### src/rtl/saradc_sar_pkg.sv
// Shared types and default sizing for the SAR ADC successive-approximation controller.
package saradc_sar_pkg;

    localparam int SAR_NBITS = 7;
    localparam int SAR_NSAMP = 4;

    typedef enum logic [2:0] {
        ST_IDLE   = 3'd0,
        ST_SAMPLE = 3'd1,
        ST_GAP    = 3'd2,
        ST_HOLD   = 3'd3,
        ST_BRK    = 3'd4,
        ST_TRY    = 3'd5,
        ST_FIN    = 3'd6
    } sar_state_e;

    // Switch-register update requested on the edge entering the named phase.
    typedef enum logic [2:0] {
        SW_NONE  = 3'd0,
        SW_CLEAR = 3'd1,
        SW_HOLD  = 3'd2,
        SW_BRK   = 3'd3,
        SW_TRY   = 3'd4,
        SW_FIN   = 3'd5,
        SW_IDLE  = 3'd6
    } sw_op_e;

endpackage

### src/rtl/saradc_sar_switchreg.sv
// LSB CDAC switch registers (CRH/CRL) and the decision vector; every update
// opens one side of a bit before the opposite side is closed.
module saradc_sar_switchreg
    import saradc_sar_pkg::*;
#(
    parameter int NBITS = SAR_NBITS,
    parameter int BW    = (NBITS > 1) ? $clog2(NBITS) : 1
) (
    input  logic             clk,
    input  logic             rst_n,
    input  sw_op_e           op_i,
    input  logic [BW-1:0]    idx_i,
    input  logic             comp_i,
    output logic [NBITS-1:0] crh_o,
    output logic [NBITS-1:0] crl_o,
    output logic [NBITS-1:0] dec_o
);

    localparam logic [BW-1:0] IDX_TOP = BW'(NBITS - 1);
    localparam logic [BW-1:0] IDX_ONE = BW'(1);

    logic [NBITS-1:0] crh_q, crh_d;
    logic [NBITS-1:0] crl_q, crl_d;
    logic [NBITS-1:0] dec_q, dec_d;
    logic [BW-1:0]    prev_s;

    assign prev_s = idx_i + IDX_ONE;

    // Next switch state; comp_i is the decision of the TRY that ends on this edge.
    always_comb begin
        crh_d = crh_q;
        crl_d = crl_q;
        dec_d = dec_q;
        case (op_i)
            SW_NONE: begin
            end
            SW_CLEAR: begin
                crh_d = '0;
                crl_d = '0;
            end
            SW_HOLD: begin
                crl_d = '1;
            end
            SW_BRK: begin
                crl_d[idx_i] = 1'b0;
                if (idx_i != IDX_TOP) begin
                    dec_d[prev_s] = comp_i;
                    if (!comp_i) begin
                        crh_d[prev_s] = 1'b0;
                    end else begin
                        crh_d[prev_s] = crh_q[prev_s];
                    end
                end else begin
                    dec_d = dec_q;
                end
            end
            SW_TRY: begin
                crh_d[idx_i] = 1'b1;
                if ((idx_i != IDX_TOP) && !dec_q[prev_s]) begin
                    crl_d[prev_s] = 1'b1;
                end else begin
                    crl_d = crl_d;
                end
            end
            SW_FIN: begin
                dec_d[0] = comp_i;
                if (!comp_i) begin
                    crh_d[0] = 1'b0;
                end else begin
                    crh_d[0] = crh_q[0];
                end
            end
            SW_IDLE: begin
                if (!dec_q[0]) begin
                    crl_d[0] = 1'b1;
                end else begin
                    crl_d[0] = crl_q[0];
                end
            end
            default: begin
                crh_d = crh_q;
            end
        endcase
    end

    // Switch and decision state registers.
    always_ff @(posedge clk or negedge rst_n) begin
        if (!rst_n) begin
            crh_q <= '0;
            crl_q <= '0;
            dec_q <= '0;
        end else begin
            crh_q <= crh_d;
            crl_q <= crl_d;
            dec_q <= dec_d;
        end
    end

    assign crh_o = crh_q;
    assign crl_o = crl_q;
    assign dec_o = dec_q;

endmodule

### src/rtl/saradc_sar_logic.sv
// SAR conversion sequencer: sample/gap/hold phases, per-bit BRK/TRY trials,
// registered CPRE/CHOLD/strobes and combinational complement outputs.
module saradc_sar_logic
    import saradc_sar_pkg::*;
#(
    parameter int NBITS = SAR_NBITS,
    parameter int NSAMP = SAR_NSAMP
) (
    input  logic             clk,
    input  logic             rst_n,
    input  logic             start_i,
    input  logic             comp_i,
    output logic             cpre_o,
    output logic             cpreb_o,
    output logic             chold_o,
    output logic             choldb_o,
    output logic [NBITS-1:0] crh_o,
    output logic [NBITS-1:0] crhb_o,
    output logic [NBITS-1:0] crl_o,
    output logic [NBITS-1:0] crlb_o,
    output logic             comp_en_o,
    output logic [NBITS-1:0] dout_o,
    output logic             done_o,
    output logic             busy_o
);

    localparam int BW = (NBITS > 1) ? $clog2(NBITS) : 1;
    localparam int SW = $clog2(NSAMP + 1);
    localparam logic [BW-1:0] BIT_TOP   = BW'(NBITS - 1);
    localparam logic [BW-1:0] BIT_ONE   = BW'(1);
    localparam logic [SW-1:0] SAMP_ONE  = SW'(1);
    localparam logic [SW-1:0] SAMP_LAST = SW'(NSAMP);

    sar_state_e       state_q, state_d;
    logic [BW-1:0]    bit_q, bit_d;
    logic [SW-1:0]    samp_q, samp_d;
    logic             cpre_q, cpre_d;
    logic             chold_q, chold_d;
    logic             comp_en_q, comp_en_d;
    logic             busy_q, busy_d;
    logic             done_q, done_d;
    logic [NBITS-1:0] dout_q, dout_d;
    sw_op_e           sw_op_s;
    logic [NBITS-1:0] crh_s, crl_s, dec_s;

    // Next-state, counters and registered-output updates.
    always_comb begin
        state_d = state_q;
        bit_d   = bit_q;
        samp_d  = samp_q;
        cpre_d  = cpre_q;
        chold_d = chold_q;
        done_d  = 1'b0;
        dout_d  = dout_q;
        sw_op_s = SW_NONE;
        case (state_q)
            ST_IDLE: begin
                if (start_i) begin
                    state_d = ST_SAMPLE;
                    samp_d  = SAMP_ONE;
                    cpre_d  = 1'b1;
                    chold_d = 1'b0;
                    sw_op_s = SW_CLEAR;
                end else begin
                    cpre_d  = 1'b0;
                    chold_d = 1'b0;
                end
            end
            ST_SAMPLE: begin
                if (samp_q == SAMP_LAST) begin
                    state_d = ST_GAP;
                    cpre_d  = 1'b0;
                end else begin
                    samp_d = samp_q + SAMP_ONE;
                end
            end
            ST_GAP: begin
                state_d = ST_HOLD;
                chold_d = 1'b1;
                sw_op_s = SW_HOLD;
            end
            ST_HOLD: begin
                state_d = ST_BRK;
                bit_d   = BIT_TOP;
                sw_op_s = SW_BRK;
            end
            ST_BRK: begin
                state_d = ST_TRY;
                sw_op_s = SW_TRY;
            end
            ST_TRY: begin
                if (bit_q == '0) begin
                    state_d   = ST_FIN;
                    sw_op_s   = SW_FIN;
                    done_d    = 1'b1;
                    dout_d    = dec_s;
                    dout_d[0] = comp_i;
                end else begin
                    state_d = ST_BRK;
                    bit_d   = bit_q - BIT_ONE;
                    sw_op_s = SW_BRK;
                end
            end
            ST_FIN: begin
                state_d = ST_IDLE;
                chold_d = 1'b0;
                sw_op_s = SW_IDLE;
            end
            default: begin
                state_d = ST_IDLE;
                cpre_d  = 1'b0;
                chold_d = 1'b0;
            end
        endcase
        comp_en_d = (state_d == ST_TRY);
        busy_d    = (state_d != ST_IDLE);
    end

    // Sequencer state and registered control outputs.
    always_ff @(posedge clk or negedge rst_n) begin
        if (!rst_n) begin
            state_q   <= ST_IDLE;
            bit_q     <= '0;
            samp_q    <= '0;
            cpre_q    <= 1'b0;
            chold_q   <= 1'b0;
            comp_en_q <= 1'b0;
            busy_q    <= 1'b0;
            done_q    <= 1'b0;
            dout_q    <= '0;
        end else begin
            state_q   <= state_d;
            bit_q     <= bit_d;
            samp_q    <= samp_d;
            cpre_q    <= cpre_d;
            chold_q   <= chold_d;
            comp_en_q <= comp_en_d;
            busy_q    <= busy_d;
            done_q    <= done_d;
            dout_q    <= dout_d;
        end
    end

    saradc_sar_switchreg #(
        .NBITS (NBITS),
        .BW    (BW)
    ) u_switchreg (
        .clk    (clk),
        .rst_n  (rst_n),
        .op_i   (sw_op_s),
        .idx_i  (bit_d),
        .comp_i (comp_i),
        .crh_o  (crh_s),
        .crl_o  (crl_s),
        .dec_o  (dec_s)
    );

    assign cpre_o    = cpre_q;
    assign cpreb_o   = ~cpre_q;
    assign chold_o   = chold_q;
    assign choldb_o  = ~chold_q;
    assign crh_o     = crh_s;
    assign crhb_o    = ~crh_s;
    assign crl_o     = crl_s;
    assign crlb_o    = ~crl_s;
    assign comp_en_o = comp_en_q;
    assign dout_o    = dout_q;
    assign done_o    = done_q;
    assign busy_o    = busy_q;

endmodule
### config.mk
export PLATFORM = sky130hd
export DESIGN_NAME = saradc_sar_logic
export DESIGN_NICKNAME = d
export VERILOG_FILES = /design/src/rtl/saradc_sar_pkg.sv /design/src/rtl/saradc_sar_switchreg.sv /design/src/rtl/saradc_sar_logic.sv
export SDC_FILE = /design/constraint.sdc
export NUM_CORES = 1
export LEC_CHECK = 0
export BUFFER_PORTS_ARGS = -buffer_cell sky130_fd_sc_hd__buf_2
export CORE_MARGIN = 1
export CORE_UTILIZATION = 55
export DETAILED_ROUTE_END_ITERATION = 10
export GPL_TIMING_DRIVEN = 0
export PLACE_DENSITY = 0.81
export SYNTH_ARGS = -nofsm -noshare
export SYNTH_HDL_FRONTEND = slang
export SYNTH_SLANG_ARGS = --single-unit
### constraint.sdc
create_clock -name clk -period 4.1 [get_ports clk]
set_clock_uncertainty 0.15 [all_clocks]
set_input_delay 0 -clock clk [delete_from_list [all_inputs] [get_ports clk]]
set_output_delay 0 -clock clk [all_outputs]
set_load 0.02 [all_outputs]
== Yosys cells after proc, flatten, opt, wreduce, memory -nomap -nowiden ==
Cells that the tools add are included.

* Bits in registers: 42
* Word-level logic and storage cells: 118
* Output and inout bits: 42

* Reductions and logical operators: 24
* Order comparisons: 4
* Eq/ne operators: 22
* Mux-type cells: 39
* Bitwise operators: 11
* $add $sub $neg: 3

{| class="wikitable"
|+ Operator list
! cell !! count
|-
| $pmux W3 S6 || 2
|-
| $not A7 Y7 || 4
|-
| $eq A3 B3 Y1 const B || 8
|-
| $pmux W6 S4 || 1
|-
| $mux W7 || 3
|-
| $mux W3 || 6
|-
| $pmux W6 S3 || 1
|-
| $and A7 B7 Y7 || 2
|-
| $bwmux W7 || 2
|-
| $or A7 B7 Y7 || 2
|-
| $eq A3 B2 Y1 const B || 4
|-
| $mux W1 || 12
|-
| $pmux W3 S2 || 2
|-
| $reduce_and A2 Y1 || 6
|-
| $ne A2 B2 Y1 const B || 5
|-
| $reduce_and A3 Y1 || 3
|-
| $lt A3 B4 Y1 const B || 2
|-
| $reduce_bool A4 Y1 || 2
|-
| $add A3 B1 Y3 const B || 2
|-
| $bmux W1 S3 || 2
|-
| $demux W1 S3 || 2
|-
| $eq A3 B1 Y1 const B || 2
|-
| $ge A3 B1 Y1 const B || 2
|-
| $logic_not A3 Y1 || 2
|-
| 16 further kinds || 24
|}

== Depth between registers and ports, before layout ==
Gate-level depths: netlist (run 1).

* Depth in word-level cells: 13
* Depth in mapped cells: 15

== Cells and area by module ==
Synthesis (run 1) repeated with hierarchy kept, for this count alone.

* Cell total of the unflattened synthesis: 294
* Area, all modules: 2698.8 sq um

{| class="wikitable"
|+ By module, submodules not included
! module !! area an instance (sq um) !! cells each !! times used
|-
| saradc_sar_switchreg || 1589.0 || 181 || 1
|-
| saradc_sar_logic || 1109.8 || 113 || 1
|}

== Worst setup path before layout (run 1) ==
Ideal clock, no wire load.

* Kind: reg-to-reg
* Start: register bit_q[1]
* End: register u_switchreg.crh_q[0], in the netlist u_switchreg.crh_o[0]
* Setup slack: 0.632 ns
* Path buffers: 2
* Clock period less this slack: 3.468 ns
* Cell stages (with the launch flop): 15
* Library setup time: 0.134 ns
* Arrival time: 3.184 ns
* Cell sequence: dfrtp_1 > inv_1 > ha_1 > nand2b_4 > a221o_1 > nand3_2 > clkbuf_1 > ha_1 > or3b_2 > o2111ai_1 > buf_2 > nor3b_1 > a21oi_1 > nor3_1 > o32ai_1

* Longest elaborated chain between the ends: 13
* Elaborated cells between the ends (all ways): 35
* Those cells by class: add/sub (2); order compare (4); eq/ne (7); mux (14); bitwise (3); reduce/logical (5)

{| class="wikitable"
|+ Ends and longest elaborated chain
! what !! RTL line !! text
|-
| start: declaration || saradc_sar_logic.sv:35 || <nowiki>logic [BW-1:0] bit_q, bit_d;</nowiki>
|-
| start signal: assignment || saradc_sar_logic.sv:133 || <nowiki>bit_q <= bit_d;</nowiki>
|-
| $logic_not A3 Y1 (*) || saradc_sar_logic.sv:92 || <nowiki>if (bit_q == '0) begin</nowiki>
|-
| $mux W3 (*) || saradc_sar_logic.sv:92 ||
|-
| $pmux W3 S2 (*) || saradc_sar_logic.sv:56 || <nowiki>case (state_q)</nowiki>
|-
| via bit_d[0] || saradc_sar_logic.sv:35 ||
|-
| $add A3 B1 Y3 || saradc_sar_switchreg.sv:27 || <nowiki>assign prev_s = idx_i + IDX_ONE;</nowiki>
|-
| $lt A3 B4 Y1 (implied by the code) or $ge A3 B1 Y1 (tied branches) || saradc_sar_switchreg.sv:49, saradc_sar_switchreg.sv:51 ||
|-
| $logic_and A1 B1 Y1 (implied by the code) || saradc_sar_switchreg.sv:49, saradc_sar_switchreg.sv:51 ||
|-
| $mux W1 (implied by the code) || saradc_sar_switchreg.sv:49, saradc_sar_switchreg.sv:51 ||
|-
| $demux W1 S3 || n/a ||
|-
| $not A7 Y7 (no line) || n/a ||
|-
| $and A7 B7 Y7 (no line) || n/a ||
|-
| $mux W7 || saradc_sar_switchreg.sv:48 || <nowiki>if (!comp_i) begin</nowiki>
|-
| $mux W7 || saradc_sar_switchreg.sv:46 || <nowiki>if (idx_i != IDX_TOP) begin</nowiki>
|-
| $pmux W1 S4 || saradc_sar_switchreg.sv:34 || <nowiki>case (op_i)</nowiki>
|-
| end signal: assignment || saradc_sar_switchreg.sv:93 || <nowiki>crh_q <= crh_d;</nowiki>
|-
| end: declaration || saradc_sar_switchreg.sv:22 || <nowiki>logic [NBITS-1:0] crh_q, crh_d;</nowiki>
|}

The timed path passes the listed nets; every way through them passes the cells marked *. The select of a mux whose other input is x is not followed.
A chain may end at the register's enable or synchronous reset.

== Final worst setup path (run 1) ==
Same ends and word-level chain as after synthesis.

==> impl_summary.log, run 1 <==
[metrics] initial antenna violation count: 0
[metrics] areal power density over the cells: 934 mW/mm2
[metrics] DRC violations left: 0
[metrics] Worst Path Required: 4120 ps
[metrics] number of warnings issued by yosys: 0
[metrics] setup slack of the most critical reg-to-reg path: 260 ps
[metrics] final setup violating endpoints: 0
[metrics] arrival time of the worst setup path: 3860 ps
[metrics] Post-synth EDFFs: 0
[metrics] Async S/R FF share, synth: 1.00
[metrics] maximum root-to-sink buffer count: 2
[metrics] chip width: 67.8 um
[metrics] H-tree depth reported by CTS: 2
[metrics] Synth area leaders: sky130_fd_sc_hd__dfrtp_1, sky130_fd_sc_hd__nand2_1, sky130_fd_sc_hd__a21oi_1
[metrics] Root Buffer Master: sky130_fd_sc_hd__clkbuf_8
[metrics] portion of the post-synthesis area used by sequential elements: 0.441
[metrics] fill cell instance count of the final layout: 342
[metrics] maximum fanout along the worst path: 11
[metrics] via count of the first global-routing pass: 1999
[metrics] GRT overflow: 0
[metrics] netlist area before placement: 0.00238 mm2
[metrics] Tcrit/Tclk final: 0.937
[metrics] category of the most critical setup path: reg -> reg
[metrics] Chip Height: 67.8 um
[metrics] die area: 0.00460 mm2
[metrics] Top FF cell, synth: sky130_fd_sc_hd__dfrtp_1
[metrics] total routing usage reported by global routing: 0.300
[metrics] wire length of the first global-routing pass: 9.94 mm
[metrics] RD Place Congestion: 0.978
[metrics] placed cell count: 371
[metrics] pins over their slew limit: 0
[metrics] worst-case hold slack: 18.7 ps
[metrics] actual transition at the worst max-transition pin: 946 ps
[metrics] number of setup buffers added after CTS: 0
[metrics] WL per Instance: 16.7 um
[metrics] synthesized instance count: 276
[metrics] number of port buffers: 45
[metrics] Total Routed Length: 6.38 mm
[metrics] Peak VDD IR: 0.586 mV
[metrics] TritonCTS clock tree: done
[metrics] iteration count of the initial detailed-routing pass: 4
[metrics] Max stage delay on crit path: 470 ps
[metrics] fraction of final layout cells with drive strength greater than 1: 0.224
[metrics] Layout Nets: 340
[metrics] cells traversed along the worst timing path: inv_1 > ha_1 > nand2b_4 > a221o_1 > nand3_2 > clkbuf_2 > ha_2 > or3b_2 > o2111ai_2 > clkbuf_4 > nor3b_2 > a21oi_1 > nor3_1 > o32ai_1
[metrics] remaining max-slew budget at the tightest pin: 0.369
[metrics] highest-count cells in the layout ignoring fill and taps: sky130_fd_sc_hd__buf_2, sky130_fd_sc_hd__nand2_1, sky130_fd_sc_hd__dfrtp_1, sky130_fd_sc_hd__inv_1, sky130_fd_sc_hd__a21oi_1
[metrics] most common library cell in the layout ignoring fill and taps: sky130_fd_sc_hd__buf_2
[metrics] leakage power total: 0.00132 uW
[metrics] kind of end point of the critical path: flop
[metrics] status: finished, final reports clean
[metrics] count of inserted antenna diode cells: 0
[metrics] non-filler instance count after layout: 381
[metrics] number of I/O pins: 46
[metrics] # Max-Cap Violations: 0
[metrics] Tmin final: 3840 ps
[metrics] net count after synthesis: 286
[metrics] top-area cell type share of the netlist area: 0.441
[metrics] clk_lat worst skew: 300 ps
[metrics] Tightest Hold Check Type: in -> reg
[metrics] critical path's slowest cell: sky130_fd_sc_hd__or3b_2
[metrics] largest net degree at the start of global routing: 43
[metrics] TritonCTS buffer count: 5
[metrics] row cnt: 23
[metrics] hpwl dp: 4.79 mm
[metrics] distinct cell type count after synthesis: 50
[metrics] via-per-instance ratio: 5.91
[metrics] floorplan core area: 0.00409 mm2
[metrics] average cell area after synthesis: 8.64 um2
[metrics] setup repair after global routing missed its margin: false
[metrics] cell type contributing the most total cell area after synthesis: sky130_fd_sc_hd__dfrtp_1
[metrics] first-iteration detailed-routing DRC count: 217
[metrics] antenna violation net count after detailed routing: 0
[metrics] synthesis-to-layout area growth: 18.2%
[metrics] effective utilization at floorplan: 0.583
[metrics] kind of start point of the critical path: flop
[metrics] number of endpoints with negative hold slack in the final report: 0
[metrics] clock-pin slew on the worst setup and hold paths: 70 ps
[metrics] Synth Register Bits: 42
[metrics] Via Count: 2253
[metrics] highest clock frequency the design can meet: 260 MHz
[metrics] clock sink total: 42
[final timing paths]
path | end | from | cells after the start
min in group asynchronous | busy_o | rst_n | 2
hold / removal | u_switchreg.crh_o[4] | comp_i | 3
setup reg to reg | u_switchreg.crh_o[0] | bit_q[1] | 14
setup / recovery | u_switchreg.crh_o[0] | bit_q[1] | 14
max in group asynchronous | u_switchreg.dec_o[1] | rst_n | 2
hold reg to reg | dout_o[6] | dout_o[6] | 2
[metal layers]
layer	global-route usage	vias to the layer above	part of all wire
li1	-	1098	-
met1	0.436	1057	0.49
met2	0.444	88	0.44
met3	0.0683	10	0.059
met4	0.0859	0	0.011
met5	0	-	0
[critical path: cells and delay by family, from the launching register on]
| kind | cells | cell delay [ps] |
|---|---|---|
| compound gates | 4 | 700 |
| flops | 1 | 410 |
| buf+inv | 3 | 710 |
| simple gates | 5 | 1200 |
| fa+ha+maj | 2 | 540 |
[cells by family after synthesis]
logic type	count (synthesis)	share of synthesized area
buffers and inverters	37	0.0593
muxes	8	0.0415
AOI/OAI and AO/OA	80	0.215
and+or+nand+nor	102	0.208
adders and majority gates	6	0.0315
xor gates and xnor gates	1	0.00368
DFF	42	0.441
[registers in the layout, summed over array words and instances (netlist names), 3 cells and up]
name	count
u_switchreg.dec_o	7
u_switchreg.crh_o	7
u_switchreg.crl_o	7
dout_o	7
state_q	3
bit_q	3
samp_q	3
[final cells by class]
cell class | instances | area [um2] | area share
buffer | 10 | 43.8 | 0.0155
inverter | 27 | 101 | 0.0360
clock inverter | 1 | 5.00 | 0.00178
timing repair buffer | 47 | 245 | 0.0871
sequential | 42 | 1050 | 0.373
tap | 50 | 62.6 | 0.0222
multi-input combinational | 197 | 1220 | 0.434
clock buffer | 7 | 86.3 | 0.0307
[synthesized netlist by cell type, types with 2 or more instances]
cell type,n
sky130_fd_sc_hd__ha_1,6
sky130_fd_sc_hd__nand3_1,7
sky130_fd_sc_hd__o31ai_1,2
sky130_fd_sc_hd__o32ai_1,2
sky130_fd_sc_hd__nor2_1,17
sky130_fd_sc_hd__buf_2,2
sky130_fd_sc_hd__a221o_1,2
sky130_fd_sc_hd__clkbuf_1,8
sky130_fd_sc_hd__nor3b_1,3
sky130_fd_sc_hd__nand2b_1,3
sky130_fd_sc_hd__dfrtp_1,42
sky130_fd_sc_hd__nand4_1,4
sky130_fd_sc_hd__a21oi_1,22
sky130_fd_sc_hd__o2111ai_1,2
sky130_fd_sc_hd__nor2b_1,5
sky130_fd_sc_hd__a21o_1,2
sky130_fd_sc_hd__a211oi_1,2
sky130_fd_sc_hd__o22ai_1,4
sky130_fd_sc_hd__mux2i_1,2
sky130_fd_sc_hd__o21a_1,2
sky130_fd_sc_hd__o21ai_0,15
sky130_fd_sc_hd__mux2_2,5
sky130_fd_sc_hd__nand2_1,43
sky130_fd_sc_hd__o211ai_1,4
sky130_fd_sc_hd__inv_1,24
sky130_fd_sc_hd__and3_1,4
sky130_fd_sc_hd__inv_2,2
sky130_fd_sc_hd__nor3_1,4
sky130_fd_sc_hd__o22a_1,2
sky130_fd_sc_hd__nand3b_1,2
sky130_fd_sc_hd__a31oi_1,10
sky130_fd_sc_hd__or3_1,4
[what timing repair did]
action	4_1_cts	5_1_grt
hold buffers	2	0
endpoints found under the setup margin	1	18
hold endpoints to repair	45	0
resized for setup	2	8
[where the power goes]
group,internal [uW],total (uW),switching [uW]
clock,136,274,139
combinational,570,1680,1120
sequential,561,672,110
total,1270,2630,1360
[per-stage QoR]
step / total power, uW / util / area, um2 / setup TNS (ps) / setup WS (ps)
after floorplan: 1800 / - / 2380 / 0 / 632
after global placement: 2250 / 0.654 / 2670 / -43.3 / -43.3
after detailed placement: 2260 / 0.654 / 2670 / -72.3 / -72.3
after CTS: 2550 / 0.682 / 2790 / 0 / 82.7
after global routing: 2840 / 0.689 / 2820 / 0 / 44.9
final: 2630 / 0.689 / 2820 / 0 / 259
No activity file was read; power rests on OpenSTA's default activity.
==> inputs of run 2 (changes only) <==
- CORE_ASPECT_RATIO: not set -> 1.1
==> run 2 against run 1 <==
Against the previous run: fmax decreased by 0.55%; wire length shrank 1.7%; final area shrank 0.76%; power fell by 2.4%; critical endpoint unchanged.
==> impl_summary.log, run 2 (synthesized netlist as in run 1, its figures left out) <==
[metrics] status: finished, final reports clean (unchanged)
[metrics] arrival time of the worst setup path: 3910 ps (was 3860 ps)
[metrics] actual transition at the worst max-transition pin: 896 ps (was 946 ps)
[metrics] # Max-Cap Violations: 0 (unchanged)
[metrics] Tmin final: 3860 ps (was 3840 ps)
[metrics] depth of the critical timing path with buffers and inverters included: 15 (was 14)
[metrics] maximum root-to-sink buffer count: 2 (unchanged)
[metrics] hold-critical path endpoint: u_switchreg.crh_o[4] (unchanged)
[metrics] largest net degree at the start of global routing: 43 (unchanged)
[metrics] worst-case hold slack: 29.0 ps (was 18.7 ps)
[metrics] TritonCTS clock tree: done (unchanged)
[metrics] leakage power total: 0.00132 uW (about the same)
[metrics] number of port buffers: 45 (unchanged)
[metrics] DRC violations left: 0 (unchanged)
[metrics] Peak VDD IR: 0.445 mV (was 0.586 mV)
[metrics] Via Count: 2287 (was 2253)
[metrics] maximum fanout along the worst path: 10 (was 11)
[metrics] clock sink total: 42 (unchanged)
[metrics] Layout Nets: 340 (unchanged)
[metrics] first-iteration detailed-routing DRC count: 292 (was 217)
[metrics] Final Util: 0.690 (was 0.689)
[metrics] RD Place Congestion: 0.917 (was 0.978)
[metrics] iteration count of the initial detailed-routing pass: 5 (was 4)
[metrics] category of the most critical setup path: reg -> reg (unchanged)
[metrics] wire length of the first global-routing pass: 10.3 mm (was 9.94 mm)
[metrics] Total Routed Length: 6.27 mm (was 6.38 mm)
[metrics] TritonCTS buffer count: 5 (unchanged)
[metrics] GRT overflow: 0 (unchanged)
[metrics] fraction of final layout cells with drive strength greater than 1: 0.215 (was 0.224)
[metrics] synthesis-to-layout area growth: 17.3% (was 18.2%)
[metrics] Hold Crit Start: comp_i (unchanged)
[metrics] remaining max-slew budget at the tightest pin: 0.402 (was 0.369)
[metrics] Chip Height: 71.0 um (was 67.8 um)
[metrics] pins over their slew limit: 0 (unchanged)
[metrics] final setup violating endpoints: 0 (unchanged)
[metrics] non-filler instance count after layout: 383 (was 381)
[metrics] cells traversed along the worst timing path: inv_1 > ha_1 > nor2b_2 > nor2_1 > o21a_2 > o21ai_0 > inv_1 > ha_1 > or3b_2 > o2111ai_1 > buf_2 > a31oi_1 > o21ai_0 > o2111ai_1 > o32ai_1 (was inv_1 > ha_1 > nand2b_4 > a221o_1 > nand3_2 > clkbuf_2 > ha_2 > or3b_2 > o2111ai_2 > clkbuf_4 > nor3b_2 > a21oi_1 > nor3_1 > o32ai_1)
[metrics] setup repair after global routing missed its margin: false (unchanged)
[metrics] reg-to-reg startpoint: bit_q[1] (unchanged)
[metrics] highest-count cells in the layout ignoring fill and taps: sky130_fd_sc_hd__buf_2, sky130_fd_sc_hd__nand2_1, sky130_fd_sc_hd__dfrtp_1, sky130_fd_sc_hd__inv_1, sky130_fd_sc_hd__a21oi_1 (unchanged)
[metrics] placed cell count: 373 (was 371)
[metrics] kind of end point of the critical path: flop (unchanged)
[metrics] Tcrit/Tclk final: 0.942 (was 0.937)
[metrics] effective utilization at floorplan: 0.588 (was 0.583)
[metrics] number of I/O pins: 46 (unchanged)
[metrics] hpwl dp: 4.64 mm (was 4.79 mm)
[metrics] floorplan core area: 0.00405 mm2 (was 0.00409 mm2)
[metrics] Tightest Hold Check Type: in -> reg (unchanged)
[metrics] Root Buffer Master: sky130_fd_sc_hd__clkbuf_8 (unchanged)
[metrics] Buf+Inv Stages, Crit Path: 3 (unchanged)
[metrics] clk_lat worst skew: 290 ps (was 300 ps)
[metrics] areal power density over the cells: 918 mW/mm2 (was 934 mW/mm2)
[metrics] initial antenna violation count: 0 (unchanged)
[metrics] cell type group with the largest total delay on the critical path: compound AO/OA/AOI/OAI gates (was simple AND/OR/NAND/NOR gates)
[metrics] WL per Instance: 16.4 um (was 16.7 um)
[metrics] Worst R2R End: u_switchreg.crh_o[0] (unchanged)
[metrics] most common library cell in the layout ignoring fill and taps: sky130_fd_sc_hd__buf_2 (unchanged)
[metrics] number of setup buffers added after CTS: 0 (unchanged)
[metrics] Worst Path Required: 4150 ps (was 4120 ps)
[metrics] via-per-instance ratio: 5.97 (was 5.91)
[metrics] antenna violation net count after detailed routing: 0 (unchanged)
[metrics] pre-CTS setup slack: 106 ps (was -72.3 ps)
[metrics] number of endpoints with negative hold slack in the final report: 0 (unchanged)
[metrics] kind of start point of the critical path: flop (unchanged)
[metrics] chip width: 64.8 um (was 67.8 um)
[metrics] Hold Crit Depth: 3 (unchanged)
[metrics] count of inserted antenna diode cells: 0 (unchanged)
[metrics] row cnt: 24 (was 23)
[metrics] clock-pin slew on the worst setup and hold paths: 80 ps (was 70 ps)
[metrics] final worst slack: 238 ps (was 259 ps)
[metrics] setup slack of the most critical reg-to-reg path: 240 ps (was 260 ps)
[metrics] post-route setup TNS: 0 ps (unchanged)
[metrics] die area: 0.00460 mm2 (about the same)
[metrics] worst reg2reg path depth: 15 (was 14)
[metrics] via count of the first global-routing pass: 2137 (was 1999)
[metrics] critical path's slowest cell: sky130_fd_sc_hd__or3b_2 (unchanged)
[metrics] highest clock frequency the design can meet: 259 MHz (was 260 MHz)
[metrics] Max stage delay on crit path: 460 ps (was 470 ps)
[metrics] total routing usage reported by global routing: 0.295 (was 0.300)
[metrics] H-tree depth reported by CTS: 2 (unchanged)
[run 2: worst register-to-register path, stage by stage, from the launching register on]
cell and delay [ps]:
sky130_fd_sc_hd__dfrtp_1 390, sky130_fd_sc_hd__inv_1 100, sky130_fd_sc_hd__ha_1 240, sky130_fd_sc_hd__nor2b_2 190, sky130_fd_sc_hd__nor2_1 200, sky130_fd_sc_hd__o21a_2 270, sky130_fd_sc_hd__o21ai_0 130, sky130_fd_sc_hd__inv_1 150
sky130_fd_sc_hd__ha_1 270, sky130_fd_sc_hd__or3b_2 460, sky130_fd_sc_hd__o2111ai_1 180, sky130_fd_sc_hd__buf_2 280, sky130_fd_sc_hd__a31oi_1 60, sky130_fd_sc_hd__o21ai_0 110, sky130_fd_sc_hd__o2111ai_1 260, sky130_fd_sc_hd__o32ai_1 320
[run 2: cell type report]
type	count	area, um2
fill	336	1260
sequential	42	1050
clock inverter	2	13.8
clock buffer	6	72.6
timing repair buffer	47	245
buffer	10	41.3
inverter	27	101
tap	52	65.1
multi-input combinational	197	1200
[run 2: worst max path at each step]
stage                         from                    to  slack (ps)
after floorplan           bit_q[1]  u_switchreg.crh_o[0]         630
after global placement    bit_q[1]  u_switchreg.crh_o[0]          70
after detailed placement  bit_q[1]  u_switchreg.crh_o[0]         110
after CTS                 bit_q[1]  u_switchreg.crh_o[0]          70
after global routing      bit_q[1]  u_switchreg.crh_o[0]          20
final                     bit_q[1]  u_switchreg.crh_o[0]         240
[run 2: where the power goes]
group | switching [uW] | internal [uW] | total, uW
Clock | 143 | 120 | 263
Combinational | 1080 | 547 | 1630
Sequential | 114 | 561 | 676
Total | 1340 | 1230 | 2570
[run 2: through the flow]
stage               cell area (um2)  total power, uW
global placement               2670             2230
CTS                            2780             2520
floorplan                      2380             1800
detailed placement             2670             2250
global route                   2800             2760
finish                         2800             2570
[run 2: timing repair]
action,CTS,global route
endpoints found under the setup margin,0,9
gates resized for setup,0,6
endpoints found under the hold margin,45,0
hold buffers,2,0
[run 2: metal layers]
metal	track usage	share of wire	up-vias
met5	0	0	-
met4	0.126	0.018	0
met3	0.0629	0.077	15
met2	0.442	0.47	110
met1	0.411	0.43	1067
li1	-	-	1095
